<file path="src/rtl/calc_pkg.sv">
// Shared types and widths for the switch-calculator operation sequencer.
// Latency: n/a (declarations only).
// Backpressure: n/a.
package calc_pkg;

  localparam int OPW  = 4;  // operand width (one switch nibble)
  localparam int RESW = 8;  // result width (LED bank / BCD path)

  typedef enum logic [1:0] {
    OP_ADD = 2'b00,
    OP_SUB = 2'b01,
    OP_DIV = 2'b10,
    OP_MUL = 2'b11
  } op_t;

  typedef enum logic [2:0] {
    S_IDLE,
    S_EXEC,
    S_MUL,
    S_DIV_REQ,
    S_DIV_WAIT,
    S_DONE
  } state_t;

endpackage

</file>
<file path="src/rtl/calc_op_sequencer_if.sv">
// Start/done handshake between the sequencer and the external divider.
// Latency: div_start is a one-cycle request; div_done strobes the answer.
// Backpressure: none; the sequencer waits on div_done with a timeout.
interface calc_op_sequencer_if;
  import calc_pkg::*;

  logic            div_start;
  logic [OPW-1:0]  div_q;
  logic [OPW-1:0]  div_m;
  logic            div_done;
  logic [OPW-1:0]  div_quot;
  logic [OPW-1:0]  div_rem;

  // Sequencer side: issues the request and operands.
  modport master (
    output div_start, div_q, div_m,
    input  div_done, div_quot, div_rem
  );

  // Divider side: receives the request and returns the answer.
  modport slave (
    input  div_start, div_q, div_m,
    output div_done, div_quot, div_rem
  );

endinterface

</file>
<file path="src/rtl/calc_shift_mul.sv">
// Unsigned 4x4 shift-add multiplier, one partial product per step.
// Latency: load, then OPW steps; done flags the step that completes the product.
// Backpressure: none; the caller asserts step every cycle until done.
module calc_shift_mul
  import calc_pkg::*;
(
  input  logic            clk,
  input  logic            rst_n,
  input  logic            load,
  input  logic            step,
  input  logic [OPW-1:0]  a,
  input  logic [OPW-1:0]  b,
  output logic [RESW-1:0] prod,   // accumulator value after the current step
  output logic            done    // current step is the last one
);

  localparam int IDXW = $clog2(OPW);

  logic [RESW-1:0] mcand;
  logic [OPW-1:0]  mplier;
  logic [RESW-1:0] acc;
  logic [IDXW-1:0] idx;

  // Add the shifted multiplicand when the current multiplier bit is set.
  assign prod = acc + (mplier[0] ? mcand : '0);
  assign done = (idx == IDXW'(OPW - 1));

  // Load the operands, then shift multiplicand left / multiplier right per step.
  always_ff @(posedge clk or negedge rst_n) begin
    if (!rst_n) begin
      mcand  <= '0;
      mplier <= '0;
      acc    <= '0;
      idx    <= '0;
    end else if (load) begin
      mcand  <= {{(RESW-OPW){1'b0}}, a};
      mplier <= b;
      acc    <= '0;
      idx    <= '0;
    end else if (step) begin
      mcand  <= mcand << 1;
      mplier <= mplier >> 1;
      acc    <= prod;
      idx    <= idx + 1'b1;
    end
  end

endmodule

</file>
<file path="src/rtl/calc_op_sequencer.sv">
// Captures operands/opcode on go and sequences add, sub, shift-add mul or external divide.
// Latency: add/sub 2, mul 6, div 3+k (k DIV_WAIT cycles), div-by-zero 2, timeout 3+DIV_TIMEOUT.
// Backpressure: go is only sampled in IDLE; requests while busy are dropped, never queued.
module calc_op_sequencer
  import calc_pkg::*;
#(
  parameter int DIV_TIMEOUT = 32
)
(
  input  logic             clk,
  input  logic             clr,
  input  logic             go,
  input  logic [1:0]       op,
  input  logic [OPW-1:0]   a,
  input  logic [OPW-1:0]   b,
  output logic [RESW-1:0]  result,
  output logic             neg,
  output logic             err,
  output logic             valid,
  output logic             busy,
  calc_op_sequencer_if.master div_bus
);

  localparam logic [5:0] TMO_LAST = 6'(DIV_TIMEOUT - 1);

  state_t          state, state_nxt;
  logic [OPW-1:0]  a_r, b_r;
  op_t             op_r;
  logic [5:0]      wait_cnt;

  logic            accept, ld_res, mul_load, mul_step, div_start_c;
  logic [RESW-1:0] res_nxt;
  logic            neg_nxt, err_nxt;
  logic [RESW-1:0] mul_prod;
  logic            mul_done;
  logic [OPW:0]    sum5, diff5;
  logic            wait_last;

  assign sum5      = {1'b0, a_r} + {1'b0, b_r};
  assign diff5     = {1'b0, a_r} - {1'b0, b_r};
  assign wait_last = (wait_cnt == TMO_LAST);

  assign div_bus.div_start = div_start_c;
  assign div_bus.div_q     = a_r;
  assign div_bus.div_m     = b_r;

  calc_shift_mul u_mul (
    .clk   (clk),
    .rst_n (clr),
    .load  (mul_load),
    .step  (mul_step),
    .a     (a_r),
    .b     (b_r),
    .prod  (mul_prod),
    .done  (mul_done)
  );

  // State register.
  always_ff @(posedge clk or negedge clr) begin
    if (!clr) state <= S_IDLE;
    else      state <= state_nxt;
  end

  // Next state, control strobes and the value to be latched on entry to DONE.
  always_comb begin
    state_nxt   = state;
    accept      = 1'b0;
    ld_res      = 1'b0;
    mul_load    = 1'b0;
    mul_step    = 1'b0;
    div_start_c = 1'b0;
    res_nxt     = result;
    neg_nxt     = 1'b0;
    err_nxt     = 1'b0;
    valid       = 1'b0;
    busy        = (state != S_IDLE);
    case (state)
      S_IDLE: begin
        if (go) begin
          accept    = 1'b1;
          state_nxt = S_EXEC;
        end
      end
      S_EXEC: begin
        case (op_r)
          OP_ADD: begin
            ld_res    = 1'b1;
            res_nxt   = {{(RESW-OPW-1){1'b0}}, sum5};
            state_nxt = S_DONE;
          end
          OP_SUB: begin
            ld_res    = 1'b1;
            res_nxt   = {{(RESW-OPW-1){diff5[OPW]}}, diff5};
            neg_nxt   = diff5[OPW];  // borrow out means A < B
            state_nxt = S_DONE;
          end
          OP_MUL: begin
            mul_load  = 1'b1;
            state_nxt = S_MUL;
          end
          OP_DIV: begin
            if (b_r == '0) begin
              ld_res    = 1'b1;
              res_nxt   = '0;
              err_nxt   = 1'b1;
              state_nxt = S_DONE;
            end else begin
              state_nxt = S_DIV_REQ;
            end
          end
          default: state_nxt = S_IDLE;
        endcase
      end
      S_MUL: begin
        mul_step = 1'b1;
        if (mul_done) begin
          ld_res    = 1'b1;
          res_nxt   = mul_prod;
          state_nxt = S_DONE;
        end
      end
      S_DIV_REQ: begin
        div_start_c = 1'b1;
        state_nxt   = S_DIV_WAIT;
      end
      S_DIV_WAIT: begin
        // A completion on the timeout cycle still counts as success.
        if (div_bus.div_done) begin
          ld_res    = 1'b1;
          res_nxt   = {div_bus.div_rem, div_bus.div_quot};
          state_nxt = S_DONE;
        end else if (wait_last) begin
          ld_res    = 1'b1;
          res_nxt   = '0;
          err_nxt   = 1'b1;
          state_nxt = S_DONE;
        end
      end
      S_DONE: begin
        valid     = 1'b1;
        state_nxt = S_IDLE;
      end
      default: state_nxt = S_IDLE;
    endcase
  end

  // Operand capture at acceptance; result/flags update only on entry to DONE.
  always_ff @(posedge clk or negedge clr) begin
    if (!clr) begin
      a_r    <= '0;
      b_r    <= '0;
      op_r   <= OP_ADD;
      result <= '0;
      neg    <= 1'b0;
      err    <= 1'b0;
    end else begin
      if (accept) begin
        a_r  <= a;
        b_r  <= b;
        op_r <= op_t'(op);
        err  <= 1'b0;
      end
      if (ld_res) begin
        result <= res_nxt;
        neg    <= neg_nxt;
        err    <= err_nxt;
      end
    end
  end

  // Divider wait counter: zero outside DIV_WAIT, counts cycles spent inside.
  always_ff @(posedge clk or negedge clr) begin
    if (!clr)                     wait_cnt <= '0;
    else if (state == S_DIV_WAIT) wait_cnt <= wait_cnt + 1'b1;
    else                          wait_cnt <= '0;
  end

endmodule

</file>
<file path="src/flat_wrapper.sv">
// flat-port wrapper written by rule: the top's interface ports become plain ports
module calc_op_sequencer_flat import calc_pkg::*;
#(
  parameter int DIV_TIMEOUT = 32
)
  (clk, clr, go, op, a, b, result, neg, err, valid, busy, div_bus_div_start, div_bus_div_q, div_bus_div_m, div_bus_div_done, div_bus_div_quot, div_bus_div_rem);
  calc_op_sequencer_if div_bus_i ();
  input  logic clk;
  input  logic clr;
  input  logic go;
  input  logic [1:0] op;
  input  logic [OPW-1:0] a;
  input  logic [OPW-1:0] b;
  output logic [RESW-1:0] result;
  output logic neg;
  output logic err;
  output logic valid;
  output logic busy;
  output wire logic [$bits(div_bus_i.div_start)-1:0] div_bus_div_start;
  output wire logic [$bits(div_bus_i.div_q)-1:0] div_bus_div_q;
  output wire logic [$bits(div_bus_i.div_m)-1:0] div_bus_div_m;
  input wire logic [$bits(div_bus_i.div_done)-1:0] div_bus_div_done;
  input wire logic [$bits(div_bus_i.div_quot)-1:0] div_bus_div_quot;
  input wire logic [$bits(div_bus_i.div_rem)-1:0] div_bus_div_rem;
  assign div_bus_div_start = div_bus_i.div_start;
  assign div_bus_div_q = div_bus_i.div_q;
  assign div_bus_div_m = div_bus_i.div_m;
  assign div_bus_i.div_done = div_bus_div_done;
  assign div_bus_i.div_quot = div_bus_div_quot;
  assign div_bus_i.div_rem = div_bus_div_rem;
  calc_op_sequencer #(.DIV_TIMEOUT(DIV_TIMEOUT)) u_core (.clk(clk), .clr(clr), .go(go), .op(op), .a(a), .b(b), .result(result), .neg(neg), .err(err), .valid(valid), .busy(busy), .div_bus(div_bus_i));
endmodule
</file>
<file path="config.mk">
export PLATFORM = sky130hd
export DESIGN_NAME = calc_op_sequencer_flat
export DESIGN_NICKNAME = d
export VERILOG_FILES = /design/src/rtl/calc_pkg.sv /design/src/rtl/calc_op_sequencer_if.sv /design/src/rtl/calc_shift_mul.sv /design/src/rtl/calc_op_sequencer.sv /design/src/flat_wrapper.sv
export SDC_FILE = /design/constraint.sdc
export NUM_CORES = 1
export LEC_CHECK = 0
export CAP_MARGIN = 30
export CORE_ASPECT_RATIO = 0.9
export CORE_MARGIN = 8
export CORE_UTILIZATION = 30
export CTS_CLUSTER_DIAMETER = 40
export DETAILED_ROUTE_END_ITERATION = 10
export DONT_BUFFER_PORTS = 1
export PLACE_DENSITY = 0.49
export SYNTH_ARGS = -nofsm -noshare
export SYNTH_HDL_FRONTEND = slang
export SYNTH_SLANG_ARGS = --single-unit
</file>
<file path="constraint.sdc">
create_clock -name clk -period 2.5 [get_ports clk]
set_input_delay 0.125 -clock clk [delete_from_list [all_inputs] [get_ports clk]]
set_output_delay 0.125 -clock clk [all_outputs]
set_load 0.005 [all_outputs]
</file>
==> metrics.md, run 1 <==
| Metric | Value |
|---|---|
| HPWL Detailed | 6.03 mm |
| Worst-Margin Slew | 0.553 ns |
| Synth unique cells | 46 |
| Register bit total from synthesis | 51 |
| Overall routing resource usage | 12.0% |
| Initial antenna violation count | 0 |
| Row cnt | 35 |
| Crit path capture type | register |
| Dpl ws | between 0.15 and 0.2 ns |
| Total die area | 0.0138 mm² |
| RSZ-0062 raised after global routing | false |
| Core area | ~0.010 mm² |
| Synth Flop Type | dfrtp_1 |
| CTS tree | built |
| Req. time, crit path | 2.74 ns |
| Sequential share of the synthesized area | 41.3% |
| Mapped Area | 0.00309 mm² |
| Die height | between 100 and 150 µm |
| Peak supply drop | 0.550 mV |
| Post-synth EDFFs | 0 |
| Clock-pin slew on the worst setup and hold paths | around 0.07 ns |
| Most common cell after layout, fill and taps aside | dfrtp_1 |
| Ports | 43 |
| Routability cong. | 0.791 |
| Setup slack after layout | 0.177 ns |
| Post-route insts no fill | 499 |
| Worst Path Arrival | 2.56 ns |
| Hold WS | 0.00791 ns |
| Hold Path Class | in2reg |
| CP Max Fanout | 5 |
| Rel. slew slack | 63.2% |
| Final #Nets | 415 |
| Commonest cells after routing, fill and taps aside | 51 x dfrtp_1, 50 x nand2_1, 31 x nor2_1, 26 x o21ai_0, 25 x a21oi_1 |
| Slew Viols, Final | 0 |
| Total gr overflow | 0 |
| Placed cell areas | 0.00331 mm² |
| TritonCTS Sinks | ~50 |
| Fmax | approximately 430 MHz |
| PD cells | 1190 mW/mm² |
| Largest net degree at the start of global routing | 52 |
| Routed Antenna Nets | 0 |
| Layout cells sized above 1 | under 10% |
| Outcome | finished clean |
| Global-route wire length before repair | 13.1 mm |
| R2R Setup Slk | 0.18 ns |
| Initial Utilization | 30.6% |
| Post-route cell area | between 0.003 and 0.004 mm² |
| Setup TNS | 0 ns |
| Clock Latency Late Sink | roughly 0.29 ns |
| H-tree levels | 2 |
| 1st-iter DRT viols | 105 |
| N_diodes | 0 |
| Final Skew | 0.00448 ns |
| TritonCTS buffer count | 5 |
| IO Port Bufs | 0 |
| Vias in the first global route | roughly 2.5k |
| Syn nets | 393 |
| FFs w/ async S/R, synth | 100% |
| Mapped Avg Cell Area | 8.91 µm² |
| Post-DR vias/cell | 5.00 |
| Root Buffer | clkbuf_16 |
| Post-layout min period | 2.32 ns |
| Final hold viol count | 0 |
| Synthesized instance count | roughly 350 |
| Cells after DPL | ~480 |
| Wire per inst | 16.1 µm |
| P_leak | 1.64 nW |
| Crit share post-route | about 93% |
| Clock buffer depth | 2 |
| Critical Setup Path Class | reg2reg |
| Setup-failing EPs final | 0 |
| Synth-to-Final Area Change | 16.7% |
| Synth warn | 0 |
| Residual DRC count | 0 |
| Drt total wl | 8.03 mm |
| Max Cap Viol | 0 |
| DR vias | 2,497 |
| Filler cells | 1,037 |
| DIE WIDTH | 123 µm |
| Kind of start point of the critical path | register |
| First-pass DRT Iterations | 4 |
[synth_stat cells, types with 2 or more instances]
master	number	area, µm²
nor3b_1	2	15.0
a211o_1	2	17.5
mux2_2	4	45.0
and2_1	10	62.6
nand2b_1	3	18.8
nor4_1	2	12.5
xnor2_1	4	35.0
mux2i_1	5	50.1
o211ai_1	2	15.0
nor3_1	5	25.0
o21ai_0	26	130
dfrtp_1	51	1280
or3b_2	2	17.5
nand2_1	50	188
xor2_1	6	52.6
nor2_1	31	116
nand3_1	7	35.0
o21a_1	2	15.0
ha_1	21	263
fa_1	3	60.1
a22oi_1	5	37.5
a21oi_1	26	130
a211oi_1	3	22.5
inv_1	19	71.3
a31oi_1	3	18.8
nor2b_1	7	43.8
a41oi_1	5	43.8
a21o_1	5	37.5
and3_1	3	18.8
or2_2	2	12.5
o32a_1	2	20.0
or3_1	5	31.3
clkbuf_1	11	41.3
[stage by stage]
stage | total power [W] | util, %
after floorplan | 0.00291 | -
after global placement | 0.00355 | 32.7
after detailed placement | 0.00357 | 32.7
after CTS | 0.00431 | 35.6
after global routing | 0.00466 | 35.7
final | 0.00429 | 35.7
[worst paths after layout]
kind | start | endpoint | cells past startpoint
min reg2reg | u_core.wait_cnt[0] | u_core.wait_cnt[0] | 1
max | u_core.div_bus.div_m[1] | u_core.result[5] | 8
max in group asynchronous | clr | u_core.u_mul.acc[6] | 2
min | div_bus_div_quot[3] | u_core.result[3] | 2
max reg2reg | u_core.div_bus.div_m[1] | u_core.result[5] | 8
min in group asynchronous | clr | u_core.op_r[1] | 2
[sequential cells by signal, summed over array words and instances (netlist names), 3 cells and up]
| register | flops |
|---|---|
| u_core.div_bus.div_m | 4 |
| u_core.div_bus.div_q | 4 |
| u_core.result | 8 |
| u_core.state | 3 |
| u_core.u_mul.acc | 8 |
| u_core.u_mul.mcand | 8 |
| u_core.u_mul.mplier | 4 |
| u_core.wait_cnt | 6 |
[cell type report]
type	instances	area, µm²	share of cell area, %
multi-input cells	262	1680	46.6
flip-flops and latches	51	1280	35.4
repair buffers	29	268	7.42
well taps	129	161	4.47
clock buffers	5	125	3.47
inverters	20	75.1	2.08
clock inverters	3	20.0	0.555
[repair_timing]
action                     CTS  global route
setup endpoints to repair    0             2
hold buffers                13             0
hold endpoints to repair    62             0
setup buffers                0             0
gates resized for setup      0             1
[layer usage]
layer  part of all wire, %  track usage, %  vias to the layer above
met2                    43            17.7                       53
met4                   1.2            3.61                        0
met1                    50            16.5                     1190
met3                   5.8            3.51                        8
met5                     0               0                        -
li1                      -               -                     1246
[where the power goes]
part / switching, W / internal (W)
clock network: 0.000329 / 0.000370
registers: 0.000345 / 0.00115
logic: 0.00117 / 0.000920
total: 0.00184 / 0.00244
[critical path, cell delays in order (launching register included)]
cell and delay [ns]:
dfrtp_1 0.47, inv_1 0.16, fa_1 0.49, a21o_1 0.18, a211o_1 0.33, nor2b_1 0.31, a21oi_1 0.08, o21ai_0 0.08
mux2_2 0.16
[cell families (layout without fill, tap and decap cells)]
| kind of cell | Yosys count | after routing | share of synthesized area (%) |
|---|---|---|---|
| AOI/OAI and AO/OA | 89 | 89 | 18.4 |
| and+or+nand+nor | 130 | 130 | 19.6 |
| adders and majority gates | 24 | 24 | 10.4 |
| DFF | 51 | 51 | 41.3 |
| xor gates and xnor gates | 10 | 10 | 2.83 |
| buffers and inverters | 34 | 57 | 4.41 |
| muxes | 9 | 9 | 3.08 |
Note: power is estimated with default switching activity, not from simulation.
==> run 2: changes to the inputs <==
--- a/config.mk
+++ b/config.mk
@@ -5,14 +5,16 @@
 export SDC_FILE = /design/constraint.sdc
 export NUM_CORES = 1
 export LEC_CHECK = 0
+export ABC_AREA = 1
 export CAP_MARGIN = 30
 export CORE_ASPECT_RATIO = 0.9
 export CORE_MARGIN = 8
-export CORE_UTILIZATION = 30
+export CORE_UTILIZATION = 45
 export CTS_CLUSTER_DIAMETER = 40
 export DETAILED_ROUTE_END_ITERATION = 10
 export DONT_BUFFER_PORTS = 1
-export PLACE_DENSITY = 0.49
+export PLACE_DENSITY = 0.65
+export SKIP_CTS_REPAIR_TIMING = 1
 export SYNTH_ARGS = -nofsm -noshare
 export SYNTH_HDL_FRONTEND = slang
 export SYNTH_SLANG_ARGS = --single-unit
==> run 2 against run 1 <==
  * First-iteration DRC count fell by 23%
  * Global-route usage rose by 4.4 points
  * Worst setup slack improved by 0.22 ns
  * Clock skew up 0.0017 ns
  * Maximum frequency grew 11%
  * Die area fell by 30%
  * Wire length is 8.3% lower
  * Critical path type unchanged
  * Register-to-register slack improved by 0.22 ns
  * Synthesized cell count rose by 15%
  * Combinational power down 6%
  * Flip-flop and latch count unchanged
  * Final area fell by 6.0%
==> metrics.md, run 2 <==
| Metric | Value |
|---|---|
| Register bit total from synthesis | 51 |
| Drt total wl | between 7 and 8 mm |
| Critical Path Start | u_core.u_mul.mplier[0] |
| Synth-to-Final Area Change | 10.7% |
| CP delay by family, top | adder cells |
| Die height | 94.3 µm |
| Root Buffer | clkbuf_8 |
| Kind of start point of the critical path | register |
| Overall routing resource usage | 16.4% |
| Routed Antenna Nets | 0 |
| DIE WIDTH | 103 µm |
| N_diodes | 0 |
| Mapped Area | approximately 0.0031 mm² |
| Total gr overflow | 0 |
| Worst-Margin Slew | 0.582 ns |
| Synth area leaders | dfrtp_1 42%, nand2_1 12%, ha_1 8.6% |
| Row cnt | 28 |
| DR vias | 2,634 |
| HPWL Detailed | 5.63 mm |
| Wire per inst | 14.6 µm |
| Synthesized instance count | 399 |
| Core area | 0.00659 mm² |
| First-pass DRT Iterations | 4 |
| PD cells | 1140 mW/mm² |
| Most frequent cell after synthesis | nand2_1 |
| H-tree levels | 2 |
| Area share of the largest cell type after synthesis | between 40% and 50% |
| Crit path buf inv count | 2 |
| Total die area | around 0.01 mm² |
| TritonCTS buffer count | 5 |
| Setup-failing EPs final | 0 |
| RSZ-0062 raised after global routing | false |
| Clock buffer depth | 2 |
| Worst Path Arrival | 2.30 ns |
| Largest net degree at the start of global routing | 52 |
| CP Max Fanout | 9 |
| Synth warn | 0 |
| Layout cells sized above 1 | 5.54% |
| Final hold viol count | 0 |
| 1st-iter DRT viols | 81 |
| Crit path capture type | register |
| Synth Flop Type | dfrtp_1 |
| Synth unique cells | 29 |
| Crit-path cells | nand2_1, inv_1, ha_1, fa_1, xnor2_1, nor2_1, inv_1, o21ai_0, nor2_1, o21ai_1 |
| Req. time, crit path | roughly 2.7 ns |
| FFs w/ async S/R, synth | 100% |
| IO Port Bufs | 0 |
| Outcome | finished clean |
| Critical Setup Path Class | reg2reg |
| Global-route wire length before repair | roughly 13 mm |
| Peak supply drop | 0.699 mV |
| Vias in the first global route | 2,603 |
| CTS tree | built |
| Final #Nets | 460 |
| Most common cell after layout, fill and taps aside | nand2_1 |
| Residual DRC count | 0 |
| Post-synth EDFFs | 0 |
| Leading area contributor after synthesis | dfrtp_1 |
| Hold Path Origin | div_bus_div_rem[3] |
| Commonest cells post-synth | 99 x nand2_1, 63 x inv_1, 51 x dfrtp_1, 37 x nand3_1, 30 x nor2_1 |
| Biggest regs | u_core.result x8, u_core.u_mul.acc x8, u_core.u_mul.mcand x8 |
| Syn nets | between 400 and 500 |
| Final Skew | between 0.006 and 0.007 ns |
| Ports | 43 |
| Initial antenna violation count | 0 |
| Reg2reg start | u_core.u_mul.mplier[0] |
| Routability cong. | 0.914 |
| Crit share post-route | 83.9% |
| Sequential share of the synthesized area | 41.6% |
| Setup TNS | 0 ns |
| Clock-pin slew on the worst setup and hold paths | 0.09 ns |
| CP max-delay cell | dfrtp_1 |
| Rel. slew slack | 61.0% |
| Hold WS | 0.0233 ns |
| Crit path largest cell delay | about 0.50 ns |
| Commonest cells after routing, fill and taps aside | 99 x nand2_1, 63 x inv_1, 51 x dfrtp_1, 37 x nand3_1, 30 x nor2_1 |
| TritonCTS Sinks | 51 |
| Mapped Avg Cell Area | 7.68 µm² |
| Fmax | 477 MHz |
| Hold Path Class | in2reg |
| P_leak | roughly 1.9 nW |
| Max Cap Viol | 0 |
| Slew Viols, Final | 0 |
| Post-DR vias/cell | around 5.2 |
| Clock Latency Late Sink | between 0.3 and 0.4 ns |
| Initial Utilization | between 40% and 50% |
| Post-layout min period | roughly 2.1 ns |
==> run 2: changes by cell type after synthesis, moves of 5 or more <==
cell,previous run,this run
and2_1,10,0
nor2b_1,7,0
a41oi_1,5,0
a21o_1,5,0
or3_1,5,0
nand3_1,7,37
mux2i_1,5,0
clkbuf_1,11,3
a22oi_1,5,0
inv_1,19,63
nand2_1,50,99
==> run 2: layout make-up <==
class / instances / area, µm²
inverters: 66 / 248
well taps: 90 / 113
clock buffers: 7 / 86.3
fillers: 675 / 3200
flip-flops and latches: 51 / 1280
clock inverters: 1 / 8.76
multi-input cells: 274 / 1490
repair buffers: 16 / 168
==> run 2: path summary, 6_finish.rpt <==
check | endpoint | slack (ns) | depth (start not counted)
min in group asynchronous | u_core.op_r[1] | 0.30 | 2
max | u_core.result[2] | 0.40 | 10
min | u_core.result[7] | 0.02 | 4
max reg2reg | u_core.result[2] | 0.40 | 10
max in group asynchronous | u_core.u_mul.acc[4] | 1.96 | 2
min reg2reg | u_core.wait_cnt[0] | 0.47 | 1
==> run 2: tightest hold or removal path, cell delays in order <==
cell     delay [ns]
a21oi_1        0.04
nand2_1        0.05
nand2_1        0.04
nand2_1        0.04
==> run 2: cells by family (layout without fill, tap and decap cells) <==
kind of cell,after synthesis,after routing,share of synthesized area [%]
buffers and inverters,74,90,9.68
adder cells (fa/ha/maj),24,24,10.5
multiplexers,2,2,0.735
flip-flops,51,51,41.6
XOR/XNOR,3,3,0.858
AND/OR/NAND/NOR,184,184,25.6
AO/OA/AOI/OAI,61,61,10.9
==> run 2: metal layers <==
metal	vias up	wire length [µm]	GRT usage (%)
met3	17	337	3.70
met5	-	0	0
met2	65	3470	27.1
met1	1239	3310	20.1
li1	1313	-	-
met4	0	244	6.86
==> run 2: metrics by stage <==
stage	total power (W)	util [%]	cells	worst slack, ns	instance area [µm²]
2_1_floorplan	0.00283	-	399	0.687	3060
3_3_place_gp	0.00328	47.9	485	0.415	3160
3_5_place_dp	0.00334	47.9	485	0.415	3160
4_1_cts	0.00386	49.4	493	0.399	3250
5_1_grt	0.00426	51.5	505	0.185	3390
6_report	0.00388	51.5	505	0.402	3390
==> run 2: where the power goes <==
part / switching, W / internal (W) / leakage (nW)
combinational: 0.00125 / 0.000713 / 1.15
clock: 0.000282 / 0.000228 / 0.0484
sequential: 0.000281 / 0.00112 / 0.656
total: 0.00182 / 0.00206 / 1.85
